## src/rtl/vn_pkg.sv

```systemverilog
// vn_pkg: shared helpers for the variable-node pipeline (sizing, LLR format conversion, clipping)
package vn_pkg;
    function automatic int clog2(input int n);
        int r = 0;
        while ((1 << r) < n) r++;
        return r;
    endfunction
    function automatic int lvl_cnt(input int n, input int l);
        return (n + (1 << l) - 1) >> l;
    endfunction
    function automatic int pos_max(input int w);
        return (1 << (w - 1)) - 1;
    endfunction
    function automatic int neg_max(input int w);
        return -pos_max(w);
    endfunction
    // -0 has zero magnitude, so it falls out as 0 without a special case
    function automatic int sm2tc(input logic [31:0] sm, input int w);
        logic [31:0] s = sm >> (w - 1);
        int mag = int'(sm & 32'(pos_max(w)));
        return s[0] ? -mag : mag;
    endfunction
    function automatic logic [31:0] tc2sm(input int v, input int w);
        return v < 0 ? ((32'd1 << (w - 1)) | 32'(-v)) : 32'(v);
    endfunction
    function automatic int saturate(input int v, input int w);
        return v > pos_max(w) ? pos_max(w) : v < neg_max(w) ? neg_max(w) : v;
    endfunction
endpackage

```

## src/rtl/vn_adder_tree.sv

```systemverilog
// vn_adder_tree: pipelined binary adder tree, one level per register, odd operands carried through
module vn_adder_tree
    import vn_pkg::*;
#(
    parameter int N = 9,
    parameter int W = 6,
    localparam int STG = clog2(N),
    localparam int OW = W + STG
) (
    input  logic          i_clk,
    input  logic          i_rst_n,
    input  logic          i_valid,
    input  logic [N*W-1:0] i_ops,
    output logic          o_valid,
    output logic [OW-1:0] o_sum
);
    genvar l, j;
    logic [STG-1:0] vld_q;
    for (l = 0; l <= STG; l++) begin : g_lvl
        localparam int C = lvl_cnt(N, l);
        localparam int P = lvl_cnt(N, (l > 0) ? l - 1 : 0);
        for (j = 0; j < C; j++) begin : g_nd
            logic signed [OW-1:0] q;
            if (l == 0) begin : g_in
                assign q = {{STG{i_ops[j*W+W-1]}}, i_ops[j*W +: W]};
            end else if (2 * j + 1 < P) begin : g_add
                always_ff @(posedge i_clk)
                    q <= g_lvl[l-1].g_nd[2*j].q + g_lvl[l-1].g_nd[2*j+1].q;
            end else begin : g_pass
                always_ff @(posedge i_clk)
                    q <= g_lvl[l-1].g_nd[2*j].q;
            end
        end
    end
    always_ff @(posedge i_clk)
        if (!i_rst_n) vld_q <= '0;
        else vld_q <= {vld_q[STG-2:0], i_valid};
    assign o_valid = vld_q[STG-1];
    assign o_sum = g_lvl[STG].g_nd[0].q;
endmodule

```

## src/rtl/vn_pipe.sv

```systemverilog
// vn_pipe: fully pipelined LDPC variable node producing APP sum, hard decision and clipped v2c messages
module vn_pipe
    import vn_pkg::*;
#(
    parameter int MSG_WIDTH = 6,
    parameter int COL_NUM = 8,
    localparam int TREE_STG = clog2(COL_NUM + 1),
    localparam int SUM_W = MSG_WIDTH + TREE_STG
) (
    input  logic                         i_clk,
    input  logic                         i_rst_n,
    input  logic                         i_valid,
    input  logic                         i_init,
    input  logic [COL_NUM-1:0]           i_col_mask,
    input  logic [MSG_WIDTH-1:0]         i_llr,
    input  logic [MSG_WIDTH*COL_NUM-1:0] i_c2v_bus,
    output logic                         o_valid,
    output logic [SUM_W-1:0]             o_app,
    output logic                         o_app_sign,
    output logic [MSG_WIDTH*COL_NUM-1:0] o_v2c_bus,
    output logic                         o_sat
);
    logic [COL_NUM-1:0][MSG_WIDTH-1:0] c2v_d, c2v_q, v2c_d, v2c_q;
    logic [TREE_STG-1:0][COL_NUM-1:0][MSG_WIDTH-1:0] c2v_dl_q;
    logic [TREE_STG-1:0][COL_NUM-1:0] mask_dl_q;
    logic [MSG_WIDTH-1:0] llr_q;
    logic [COL_NUM-1:0] mask_q;
    logic vld_q, tree_vld, out_vld_q, sat_d, sat_q;
    logic signed [SUM_W-1:0] sum, app_q;
    logic signed [SUM_W:0] diff [COL_NUM];

    always_comb
        for (int i = 0; i < COL_NUM; i++)
            c2v_d[i] = (i_init || !i_col_mask[i]) ? '0
                     : MSG_WIDTH'(sm2tc(32'(i_c2v_bus[i*MSG_WIDTH +: MSG_WIDTH]), MSG_WIDTH));

    // data path is free-running; only the valid bits need a reset
    always_ff @(posedge i_clk) begin
        llr_q <= i_llr;
        c2v_q <= c2v_d;
        mask_q <= i_col_mask;
        c2v_dl_q <= {c2v_dl_q[TREE_STG-2:0], c2v_q};
        mask_dl_q <= {mask_dl_q[TREE_STG-2:0], mask_q};
    end

    always_ff @(posedge i_clk)
        if (!i_rst_n) vld_q <= 1'b0;
        else vld_q <= i_valid;

    vn_adder_tree #(.N(COL_NUM + 1), .W(MSG_WIDTH)) u_tree (
        .i_clk   (i_clk),
        .i_rst_n (i_rst_n),
        .i_valid (vld_q),
        .i_ops   ({c2v_q, llr_q}),
        .o_valid (tree_vld),
        .o_sum   (sum)
    );

    always_comb begin
        v2c_d = '0;
        sat_d = 1'b0;
        for (int i = 0; i < COL_NUM; i++) begin
            diff[i] = (SUM_W+1)'(sum) - (SUM_W+1)'(signed'(c2v_dl_q[TREE_STG-1][i]));
            if (mask_dl_q[TREE_STG-1][i]) begin
                v2c_d[i] = MSG_WIDTH'(tc2sm(saturate(int'(diff[i]), MSG_WIDTH), MSG_WIDTH));
                sat_d = sat_d | (int'(diff[i]) != saturate(int'(diff[i]), MSG_WIDTH));
            end
        end
    end

    always_ff @(posedge i_clk)
        if (!i_rst_n) begin
            out_vld_q <= 1'b0;
            app_q <= '0;
            v2c_q <= '0;
            sat_q <= 1'b0;
        end else begin
            out_vld_q <= tree_vld;
            if (tree_vld) begin
                app_q <= sum;
                v2c_q <= v2c_d;
                sat_q <= sat_d;
            end
        end

    assign o_valid = out_vld_q;
    assign o_app = app_q;
    assign o_app_sign = app_q[SUM_W-1];
    assign o_v2c_bus = v2c_q;
    assign o_sat = sat_q;
endmodule

```

## config.mk

```make
export PLATFORM = sky130hd
export DESIGN_NAME = vn_pipe
export DESIGN_NICKNAME = d
export VERILOG_FILES = /design/src/rtl/vn_pkg.sv /design/src/rtl/vn_adder_tree.sv /design/src/rtl/vn_pipe.sv
export SDC_FILE = /design/constraint.sdc
export NUM_CORES = 1
export LEC_CHECK = 0
export BUFFER_PORTS_ARGS = -buffer_cell sky130_fd_sc_hd__clkbuf_2
export CAP_MARGIN = 20
export CELL_PAD_IN_SITES_DETAIL_PLACEMENT = 1
export CELL_PAD_IN_SITES_GLOBAL_PLACEMENT = 1
export CORE_UTILIZATION = 51
export DETAILED_ROUTE_END_ITERATION = 8
export PLACE_DENSITY = 0.87
export SKIP_LAST_GASP = 1
export SLEW_MARGIN = 25
export SYNTH_ARGS = -nofsm -noshare
export SYNTH_HDL_FRONTEND = slang
export SYNTH_SLANG_ARGS = --single-unit
```

## constraint.sdc

```tcl
create_clock -name i_clk -period 11.55 [get_ports i_clk]
set_input_delay 2.31 -clock i_clk [delete_from_list [all_inputs] [get_ports i_clk]]
set_output_delay 2.31 -clock i_clk [all_outputs]
set_load 0.05 [all_outputs]
```

==> key figures, run 1 <==
Timing
  • Setup violators final: 0
  • Clock Skew: between 0.03 and 0.04 ns
  • Unrepaired setup endpoints after global routing: false
  • Fin crit period: slightly above 5 ns
  • Worst-Margin Slew: 0.975 ns
  • Final hold vios: 0
  • F_max: 197 MHz
  • Crit share post-route: 43.9%
  • Slew HR: between 30% and 40%
  • Hold Worst Slack: approximately 0.30 ns
  • Max-slew violation count: 0
  • Setup_tns: 0 ns

Critical path
  • Data arrival, critical path: between 5 and 6 ns
  • Max stage delay on crit path: between 0.6 and 0.7 ns
  • Reg2reg path depth: 19
  • Worst path cell trace: inv_1 -> fa_1 -> nand2b_1 -> a21oi_1 -> o21ai_0 -> nand2b_1 -> xnor2_1 -> or3b_2 -> nor2_1 -> nand3_1 -> ha_1 -> nor2_1 -> nor2_1 -> ha_1 -> a21o_1 -> a211oi_1 -> a211oi_1 -> o2bb2ai_1 -> and2_1
  • Reg2reg end: o_v2c_bus[16]
  • CP Max Fanout: 10
  • Setup CP Type: flop to flop
  • Worst EP required: 12.06 ns
  • Startpoint Class: flop
  • Critical-path top delay cell: dfxtp_1
  • Internal reg-to-reg setup slack: roughly 6.5 ns
  • Worst setup EP type: flop
  • Worst r2r src: u_tree.o_sum[1]
  • Crit path top cell by count: nor2_1
  • Family with the most delay on the worst path: simple AND/OR/NAND/NOR gates
  • CP bufs+invs: 1

GRT
  • GR Layer Usage met2: between 50% and 60%
  • Pin count of the biggest net entering global routing: 66
  • First-pass GRT wire length: around 84,000 um
  • Vias in the first global route: 15.4k
  • Total Routing Usage GR: between 20% and 30%
  • M3 GR Usage: roughly 4.4%
  • M1 GR Usage: about a third
  • Total gr overflow: 0
  • Top Usage Layer GRT: met2
  • Initial antenna violation count: 0

Synth
  • Synthesized area per cell: slightly below 10 um2
  • Number of synthesized flops with an enable pin: 0
  • Syn nets: between 2k and 2.5k
  • Mapped cell area: around 18,000 um2
  • Gate Count Post-Synth: 1,852
  • Sequential share of the synthesized area: 45.9%
  • Post-synth ARST share: 0%
  • Number of library cell types mapped by synthesis: between 70 and 80
  • #FFs+latches synth: between 400 and 500
  • Syn. warnings: 0
  • Yosys top cell by area: dfxtp_1
  • Top FF cell, synth: dfxtp_1
  • Yosys top cell area share: 45.9%
  • Top cells by area, synth: dfxtp_1 46%, ha_1 11%, xnor2_1 3.2%

Routing
  • Vias per cell: 5.79
  • WL final: 53,700 um
  • Via count: ~14k
  • WL/cell: roughly 22 um
  • DRT iter0 DRCs: around 670
  • Antenna viol nets, final: 0
  • Pre-antenna DRT Iters: 5
  • # DRC: 0

Clock network
  • Num CTS Buffers: 43
  • Root buf cell: clkbuf_16
  • Post CTS Setup Buffer Count: 0
  • Clock Latency Late Sink: ~0.57 ns
  • Worst-path clk slew: ~0.07 ns
  • Deepest clock path buffer count: 3
  • CTS tree: done
  • Clk sinks: about 420
  • Post-CTS resize count: 0
  • H-tree levels: 2
  • Hold Buf Count CTS: 0

Floorplanning
  • Core box area: roughly 35,000 um2
  • Die Area: 36,600 um2
  • Site Rows: 68
  • Die Height: 191 um
  • Io pins: 127
  • Chip width: 191 um
  • Initial Util: 52.4%

Finish
  • Fin nets: between 2k and 2.5k
  • Fill count: slightly below 4k
  • Area growth from synthesis to layout: 14.2%
  • Most frequent cells in the layout: 418 x dfxtp_1, 158 x ha_1, 151 x inv_1
  • Footprint of the multi-input gates: between 9000 and 10,000 um2
  • Commonest non-fill, non-tap cell in the layout: dfxtp_1
  • Share of layout cells above drive strength 1: a little under an eighth
  • Finished layout cell area: ~21,000 um2
  • FF+latch area: about 8400 um2
  • Diode count: 0

Outcome
  • Status: finished, final reports clean

Placed design
  • RePlAce Congestion: between 0.9 and 1
  • Dpl hpwl: between 30,000 and 40,000 um
  • Area post-placement: roughly 19,000 um2
  • Number of port buffers: ~130

Min path
  • Hold Path Depth: 0
  • Min-delay src: c2v_dl_q[114]
  • Worst Hold End: c2v_dl_q[162]
  • Hold crit path type: flop to flop

Power
  • Leak: about 9.2 nW
  • Power density cells: ~290 nW/um2
  • Peak VDD IR: 0.172 mV

Run
  • Max-cap violations: 0
[per-layer routing]
metal / share of wire [%] / routed length [um]
met4: 4.1 / 2190
met2: 50 / 26800
met5: 0 / 0
met3: 4.7 / 2540
met1: 41 / 22100
[synthesized netlist by cell type (5+ instances only)]
cell type and n:
nand4_1 9, nor3_1 35, nand2b_1 39, inv_1 151, a21o_1 30, nand3_1 25, o211ai_1 14, nand2_1 86
mux2_2 10, o31ai_1 9, xor2_1 54, a31oi_1 13, a211oi_1 12, nor2b_1 53, o2bb2ai_1 25, o22ai_1 9
ha_1 158, a21oi_1 86, or3_1 16, o31a_1 11, nor2_1 142, dfxtp_1 419, buf_1 5, mux2i_1 25
o21bai_1 23, nor3b_1 14, nand3b_1 7, xnor2_1 66, nand4b_1 7, or2_2 11, o2111ai_1 11, a21boi_0 16
nor4_1 9, o21a_1 22, o32ai_1 8, a221oi_1 6, clkbuf_1 27, fa_1 16, and2_1 39, and3_1 5
o21ai_0 62
[flip-flops by register name, indices dropped and copies added, names as in the netlist]
register,cells
o_v2c_bus,48
mask_q,8
o_valid,1
u_tree.g_lvl.g_nd.q,76
u_tree.vld_q,4
c2v_q,48
c2v_dl_q,174
mask_dl_q,32
vld_q,1
u_tree.o_sum,10
llr_q,6
o_app,10
o_sat,1
[stage by stage]
stage	total power, mW	std cells	worst slack (ns)	util [%]
finish	6.01	2482	6.47	59.9
global route	6.35	2482	6.13	59.9
CTS	5.99	2482	6.51	59.9
detailed placement	4.41	2402	6.60	55.5
global placement	4.22	2402	6.89	55.5
floorplan	3.74	1852	7.41	-
[logic make-up after synthesis]
logic type / count (synthesis) / synth area share (%)
fa+ha+maj: 174 / 12.6
xor+xnor: 120 / 5.75
compound gates: 402 / 15.2
flops: 419 / 45.9
mux: 35 / 1.98
simple gates: 517 / 14.8
buf+inv: 185 / 3.86
[worst register-to-register path, stage by stage (launching register included)]
cell and delay [ns]:
dfxtp_1 0.63, inv_1 0.44, fa_1 0.57, nand2b_1 0.20, a21oi_1 0.36, o21ai_0 0.17
nand2b_1 0.11, xnor2_1 0.10, or3b_2 0.46, nor2_1 0.10, nand3_1 0.09, ha_1 0.40
nor2_1 0.17, nor2_1 0.06, ha_1 0.28, a21o_1 0.19, a211oi_1 0.26, a211oi_1 0.10
o2bb2ai_1 0.19, and2_1 0.14
[layout make-up]
class	count	area share, %
inverters	151	2.71
flip-flops and latches	419	40.2
well taps	455	2.73
clock buffers	54	5.64
multi-input cells	1248	44.0
clock inverters	26	1.58
repair buffers	129	3.13
[worst max-delay path by stage]
stage,from,end,cells after the start
after global routing,u_tree.o_sum[1],o_v2c_bus[16],18
after floorplan,u_tree.o_sum[1],o_v2c_bus[16],19
after detailed placement,u_tree.o_sum[1],o_v2c_bus[16],19
after CTS,u_tree.o_sum[1],o_v2c_bus[16],19
after global placement,u_tree.o_sum[1],o_v2c_bus[16],18
final,u_tree.o_sum[1],o_v2c_bus[16],19
[power by group]
part | total [mW] | switching (mW) | leakage [nW] | internal, mW
Combinational | 2.79 | 1.70 | 4.97 | 1.09
Sequential | 1.74 | 0.162 | 3.46 | 1.58
Clock | 1.48 | 0.628 | 0.730 | 0.853
Total | 6.01 | 2.49 | 9.16 | 3.52
Note: power is estimated with default switching activity, not from simulation.
==> run 2, diff against run 1 <==
--- a/config.mk
+++ b/config.mk
@@ -9,9 +9,9 @@
 export CAP_MARGIN = 20
 export CELL_PAD_IN_SITES_DETAIL_PLACEMENT = 1
 export CELL_PAD_IN_SITES_GLOBAL_PLACEMENT = 1
-export CORE_UTILIZATION = 51
+export CORE_UTILIZATION = 43
 export DETAILED_ROUTE_END_ITERATION = 8
-export PLACE_DENSITY = 0.87
+export PLACE_DENSITY = 0.78
 export SKIP_LAST_GASP = 1
 export SLEW_MARGIN = 25
 export SYNTH_ARGS = -nofsm -noshare
==> constraint.sdc (replaced) <==
create_clock -name i_clk -period 4.27 [get_ports i_clk]
set_input_delay 0.854 -clock i_clk [delete_from_list [all_inputs] [get_ports i_clk]]
set_output_delay 0.854 -clock i_clk [all_outputs]
set_load 0.05 [all_outputs]
==> run 2 against run 1 <==
Worst hold slack improved by 0.019 ns. Clock skew grew 0.0067 ns. First-iteration DRC count decreased by 4.5%. Register-to-register slack worse by 6.3 ns. Via count decreased by 2.8%. Maximum frequency up 24%. Core utilization down 8.6 points. Critical endpoint is now o_v2c_bus[4]. Largest power group unchanged.
==> key figures, run 2 (synthesis results as in run 1) <==
Outcome
  • Status: finished, final reports clean

Finish
  • Max FFs per register: 174 (unchanged)
  • Share of layout cells above drive strength 1: 14.8% (+3.1 points)
  • Most frequent cells in the layout: 416 x dfxtp_1, 154 x ha_1, 151 x inv_1
  • Finished layout cell area: 21,500 um2 (+3.1%)
  • Area growth from synthesis to layout: 17.7%
  • Commonest non-fill, non-tap cell in the layout: dfxtp_1
  • Largest regs: c2v_dl_q (174), u_tree.g_lvl.g_nd.q (76)
  • Largest Register: c2v_dl_q
  • Diode count: 0 (unchanged)
  • Fin nets: 2,278 (+2.1%)

GRT
  • Total Routing Usage GR: 22.4% (-7.1 points)
  • Vias in the first global route: 14.7k (-4.8%)
  • Initial antenna violation count: 1 (+1)
  • First-pass GRT wire length: 77,400 um (-7.8%)
  • Pin count of the biggest net entering global routing: 48 (-27%)
  • Total gr overflow: 0 (unchanged)

Critical path
  • Launch point of the worst path: u_tree.o_sum[0]
  • Startpoint Class: flop
  • Setup CP Type: flop to flop
  • Internal reg-to-reg setup slack: 0.19 ns (-6.28 ns)
  • Data arrival, critical path: 4.55 ns (-1.04 ns)
  • Reg2reg end: o_v2c_bus[4]
  • Worst EP required: 4.75 ns (-7.31 ns)
  • Reg2reg path depth: 18 (-1)
  • Worst r2r src: u_tree.o_sum[0]
  • Worst setup EP type: flop
  • CP Max Fanout: 4 (-6)
  • CP endpoint: o_v2c_bus[4]

Routing
  • WL/cell: 18.6 um (-14%)
  • Antenna viol nets, final: 0 (unchanged)
  • Via count: 14.0k (-2.8%)
  • # DRC: 0 (unchanged)
  • Pre-antenna DRT Iters: 4 (-1)
  • Vias per cell: 5.35 (-7.6%)
  • WL final: 48,600 um (-9.5%)
  • DRT iter0 DRCs: 637 (-4.5%)

Clock network
  • Root buf cell: clkbuf_16
  • Hold Buf Count CTS: 0 (unchanged)
  • CTS tree: done
  • Num CTS Buffers: 43 (unchanged)
  • Clock Latency Late Sink: 0.60 ns (+0.03 ns)
  • Deepest clock path buffer count: 3 (unchanged)
  • H-tree levels: 2 (unchanged)
  • Clk sinks: 419 (unchanged)
  • Worst-path clk slew: 0.06 ns (about the same)

Floorplanning
  • Io pins: 127 (unchanged)
  • Site Rows: 75 (+10%)
  • Die Height: 208 um (+8.8%)
  • Core box area: 41,900 um2 (+20%)
  • Chip width: 208 um (+8.8%)
  • Initial Util: 43.6% (-8.8 points)
  • Die Area: 43,400 um2 (+18%)

Timing
  • F_max: 245 MHz (+24%)
  • Setup violators final: 0 (unchanged)
  • Final hold vios: 0 (unchanged)
  • Max-slew violation count: 0 (unchanged)
  • Crit share post-route: 95.5% (+52 points)
  • Fin crit period: 4.08 ns (-0.998 ns)
  • Worst-Margin Slew: 0.989 ns (+0.0138 ns)
  • Slew HR: 33.2% (-1.7 points)
  • Clock Skew: 0.0378 ns (+0.00675 ns)
  • Unrepaired setup endpoints after global routing: true
  • Final WS setup: 0.193 ns (-6.28 ns)

Placed design
  • Area post-placement: 19,800 um2 (+2.3%)
  • Pre-CTS setup slack: 0.0391 ns (-6.56 ns)
  • Dpl hpwl: 36,300 um (-0.42%)
  • RePlAce Congestion: 0.900 (-0.92%)
  • Number of port buffers: 126 (unchanged)

Run
  • Max-cap violations: 0 (unchanged)

Min path
  • Hold crit path type: flop to flop

Power
  • Power density cells: 774 nW/um2 (+170%)
  • Peak VDD IR: 0.334 mV (+95%)
  • Leak: 9.44 nW (+3.0%)
## run 2: cell count changes in the layout (fill, tap and decap cells not counted), moves of 4 or more
cell     delta
nor3b_2     +4
ha_2        +4
buf_4      +45
nor3b_1     -4
ha_1        -4
## run 2: power breakdown
part / switching, mW / internal, mW
clock network: 1.62 / 2.47
registers: 0.235 / 4.27
logic: 4.74 / 3.32
## run 2: repair_timing
| item | 4_1_cts | 5_1_grt |
|---|---|---|
| setup endpoints to repair | 2 | 20 |
| hold endpoints to repair | 0 | 0 |
| buffers inserted | 0 | 3 |
| pin swaps | 0 | 6 |
| resized for setup | 2 | 27 |
## run 2: per-layer routing
| metal | wire [um] | vias up | share of wire [%] | track usage [%] |
|---|---|---|---|---|
| met3 | 1650 | 87 | 3.4 | 2.82 |
| met2 | 23800 | 266 | 49 | 39.3 |
| met4 | 1410 | 0 | 2.9 | 8.15 |
| li1 | - | 6847 | - | - |
| met5 | 0 | - | 0 | 0 |
| met1 | 21700 | 6765 | 45 | 28.2 |
## run 2: worst min-delay path by stage
stage	from	endpoint	slack (ns)	cells past startpoint
floorplan	c2v_dl_q[52]	c2v_dl_q[100]	0.31	0
global placement	c2v_dl_q[39]	c2v_dl_q[87]	0.31	0
detailed placement	c2v_dl_q[127]	c2v_dl_q[175]	0.31	0
CTS	c2v_dl_q[66]	c2v_dl_q[114]	0.32	0
global route	mask_dl_q[14]	mask_dl_q[22]	0.33	0
finish	c2v_dl_q[72]	c2v_dl_q[120]	0.32	0
## run 2: metrics by stage
| step | total power [mW] | cells | utilization (%) | setup TNS, ns | hold slack, ns |
|---|---|---|---|---|---|
| floorplan | 10.1 | 1852 | - | 0 | 0.310 |
| global placement | 11.9 | 2529 | 47.2 | 0 | 0.310 |
| detailed placement | 12.3 | 2529 | 47.2 | 0 | 0.313 |
| CTS | 16.5 | 2608 | 51.0 | 0 | 0.320 |
| global route | 17.7 | 2611 | 51.3 | -0.190 | 0.327 |
| finish | 16.7 | 2611 | 51.3 | 0 | 0.319 |
## run 2: layout make-up
class	count	area (um2)
fillers	4655	20400
multi-input cells	1248	9300
flip-flops and latches	419	8390
clock buffers	57	1230
repair buffers	175	1010
well taps	539	674
inverters	151	567
clock inverters	22	344
## run 2: critical path, stage by stage, from the launching register on
cell and delay [ns]:
dfxtp_1 0.34, inv_1 0.11, ha_1 0.24, fa_1 0.42, nand2b_1 0.21, a21oi_1 0.32, o32ai_1 0.18, xor2_1 0.19
nand4b_1 0.31, nor3_2 0.33, nor2_1 0.08, nor2_1 0.11, a21oi_1 0.06, ha_1 0.24, o211ai_1 0.14, nand2_1 0.10
o31a_1 0.25, o2111ai_1 0.20, a21boi_0 0.11
==> run 3, diff against run 2 <==
--- a/config.mk
+++ b/config.mk
@@ -9,9 +9,10 @@
 export CAP_MARGIN = 20
 export CELL_PAD_IN_SITES_DETAIL_PLACEMENT = 1
 export CELL_PAD_IN_SITES_GLOBAL_PLACEMENT = 1
-export CORE_UTILIZATION = 43
+export CORE_UTILIZATION = 44
+export CTS_BUF_LIST = sky130_fd_sc_hd__clkbuf_4 sky130_fd_sc_hd__clkbuf_8
 export DETAILED_ROUTE_END_ITERATION = 8
-export PLACE_DENSITY = 0.78
+export PLACE_DENSITY = 0.8
 export SKIP_LAST_GASP = 1
 export SLEW_MARGIN = 25
 export SYNTH_ARGS = -nofsm -noshare
==> constraint.sdc (replaced) <==
create_clock -name i_clk -period 4.27 [get_ports i_clk]
set_input_delay 0.2135 -clock i_clk [delete_from_list [all_inputs] [get_ports i_clk]]
set_output_delay 0.2135 -clock i_clk [all_outputs]
set_load 0.05 [all_outputs]
==> run 3 against run 2 <==
Clock skew decreased by 0.0050 ns. Die area fell by 2.3%. Power fell by 1.2%. Core utilization increased by 3.2 points. Largest cell class unchanged. Highest routed layer unchanged.
==> key figures, run 3 (synthesis results as in run 1) <==
Power
  • Sequential fraction of design power: 27.4% (+0.4 points)
  • Switching Fraction: 40.2% (+0.62 points)
  • Peak VDD IR: 0.310 mV (-7.1%)
  • Power density cells: 738 nW/um2 (-4.6%)
  • Pint: 9.83 mW (-2.2%)
  • Logic pwr share: 49.2% (+0.8 points)
  • Leak: 9.83 nW (+4.1%)
  • Sw Pwr: 6.61 mW (+0.33%)
  • Clock group share of total power: 23.3% (-1.3 points)
  • Total power: 16.4 mW (-1.2%)

Clock network
  • Num CTS Buffers: 70 (+63%)
  • CTS tree: done
  • Worst-path clk slew: 0.06 ns (about the same)
  • Root buf cell: clkbuf_8
  • Deepest clock path buffer count: 3 (unchanged)
  • H-tree levels: 3 (+1)
  • Clk sinks: 419 (unchanged)
  • Clock Latency Late Sink: 0.64 ns (+0.04 ns)

Routing
  • Via count: 14.5k (+3.7%)
  • DRT iter0 DRCs: 546 (-14%)
  • WL/cell: 18.5 um (-0.69%)
  • Met1 wire length: 22,500 um (+3.5%)
  • WL final: 50,500 um (+3.9%)
  • Max Used Layer: met4
  • # DRC: 0 (unchanged)
  • Antenna viol nets, final: 0 (unchanged)
  • Metal2 WL: 24,900 um (+4.7%)
  • Vias per cell: 5.30 (-0.92%)
  • Pre-antenna DRT Iters: 5 (+1)
  • WL met3: 1840 um (+12%)

Placed design
  • Number of port buffers: 126 (unchanged)
  • RePlAce Congestion: 0.896 (-0.48%)
  • Placed insts: 2,521 (-0.32%)
  • Dpl hpwl: 36,600 um (+0.77%)

Timing
  • Unrepaired setup endpoints after global routing: true
  • Worst-Margin Slew: 0.942 ns (-0.0470 ns)
  • Max-slew violation count: 0 (unchanged)
  • Final hold vios: 0 (unchanged)
  • Slew HR: 36.4% (+3.2 points)
  • Setup violators final: 0 (unchanged)
  • Fin crit period: 4.09 ns (+0.0105 ns)
  • F_max: 245 MHz (-0.26%)
  • Clock Skew: 0.0328 ns (-0.00502 ns)
  • Crit share post-route: 95.7% (+0.25 points)

Critical path
  • Reg2reg end: o_v2c_bus[28]
  • CP endpoint: o_v2c_bus[28]
  • Worst EP required: 4.83 ns (+0.08 ns)
  • Launch point of the worst path: u_tree.o_sum[1]
  • Internal reg-to-reg setup slack: 0.18 ns (about the same)
  • Startpoint Class: flop
  • Worst setup EP type: flop
  • Reg2reg path depth: 20 (+2)
  • Data arrival, critical path: 4.65 ns (+0.10 ns)
  • Setup CP Type: flop to flop
  • CP Max Fanout: 6 (+2)
  • Worst r2r src: u_tree.o_sum[1]

Floorplanning
  • Core box area: 40,900 um2 (-2.4%)
  • Die Area: 42,400 um2 (-2.3%)
  • Initial Util: 44.7% (+1.1 points)
  • Io pins: 127 (unchanged)
  • Die Height: 206 um (-1.1%)
  • Chip width: 206 um (-1.1%)
  • Site Rows: 74 (-1.3%)

GRT
  • Pin count of the biggest net entering global routing: 48 (unchanged)
  • Total Routing Usage GR: 24.1% (+1.7 points)
  • Vias in the first global route: 15.4k (+4.9%)
  • Total gr overflow: 0 (unchanged)
  • Initial antenna violation count: 2 (+1)
  • First-pass GRT wire length: 80,600 um (+4.1%)

Min path
  • Min-delay src: i_rst_n
  • Hold crit path type: input port to flop

Finish
  • Share of layout cells above drive strength 1: 16.1% (+1.3 points)
  • Fin nets: 2,385 (+4.7%)
  • Non-filler instance count after layout: 2,732 (+4.6%)
  • Largest regs: c2v_dl_q (174), u_tree.g_lvl.g_nd.q (76)
  • Area growth from synthesis to layout: 21.9%
  • Most frequent cells in the layout: 415 x dfxtp_1, 155 x ha_1, 151 x inv_1
  • Largest Register: c2v_dl_q
  • Commonest non-fill, non-tap cell in the layout: dfxtp_1
  • Max FFs per register: 174 (unchanged)

Run
  • Max-cap violations: 0 (unchanged)

Outcome
  • Status: finished, final reports clean
-- run 3: cell types whose count changed in the layout (fill, tap and decap cells not counted), sizes merged --
cell and delta:
buf -3, diode +1, clkbuf +50, bufinv -5, clkinv -1, dlygate4sd3 +83, inv +3
-- run 3: per-layer routing --
layer | vias up | global-route usage (%)
met1 | 7037 | 29.5
met2 | 288 | 42.5
met3 | 80 | 3.66
li1 | 7073 | -
met4 | 0 | 9.27
met5 | - | 0
-- run 3: area by class of cell --
class                   count  area [um2]
diodes                      1        2.50
clock buffers             107        1350
clock inverters            19         198
fillers                  4601       18600
inverters                 151         567
multi-input cells        1248        9290
flip-flops and latches    419        8390
well taps                 532         666
repair buffers            255        1830
-- run 3: repair_timing --
item,4_1_cts,5_1_grt
buffers inserted,0,1
endpoints found under the hold margin,63,0
hold buffers,83,0
setup endpoints to repair,0,16
gates resized for setup,0,24
-- run 3: worst min-delay path by stage --
stage,slack (ns),cells after the start,to
finish,0.16,2,o_v2c_bus[23]
global route,0.18,2,o_v2c_bus[23]
CTS,0.13,2,o_v2c_bus[23]
detailed placement,0.31,0,c2v_dl_q[123]
global placement,0.31,0,u_tree.g_lvl[2].g_nd[2].q[2]
floorplan,0.24,0,llr_q[0]
-- run 3: per-stage QoR --
step / util [%] / hold WS (ns) / TNS, ns / cell area [um2] / setup WS, ns
2_1_floorplan: - / 0.241 / 0 / 18300 / 0.126
3_3_place_gp: 48.4 / 0.310 / 0 / 19800 / 0.214
3_5_place_dp: 48.4 / 0.313 / 0 / 19800 / 0.102
4_1_cts: 54.2 / 0.126 / 0 / 22200 / 0.0616
5_1_grt: 54.5 / 0.184 / -0.124 / 22300 / -0.0599
6_report: 54.5 / 0.157 / 0 / 22300 / 0.182
-- run 3: power groups by stage --
stage / Clock [mW] / Sequential, mW / Combinational [mW]
after global placement: 0 / 4.57 / 7.38
final: 3.84 / 4.51 / 8.10
after detailed placement: 0 / 4.59 / 7.70
after global routing: 4.12 / 4.53 / 8.95
after CTS: 3.93 / 4.51 / 7.87
after floorplan: 0 / 4.53 / 5.58
-- run 3: worst max-delay path: stages, from the launching register on --
cell	delay (ns)
dfxtp_1	0.34
inv_1	0.14
buf_12	0.18
fa_1	0.44
nor2b_2	0.15
o31a_1	0.18
o21ai_0	0.11
nor3b_1	0.17
or4_1	0.50
nor4_1	0.28
nand2_1	0.10
ha_2	0.30
nor2_2	0.12
nor2_1	0.06
ha_1	0.26
a21oi_1	0.13
a21oi_1	0.06
o22ai_1	0.17
nor2_1	0.06
o2bb2ai_1	0.15
and2_1	0.13
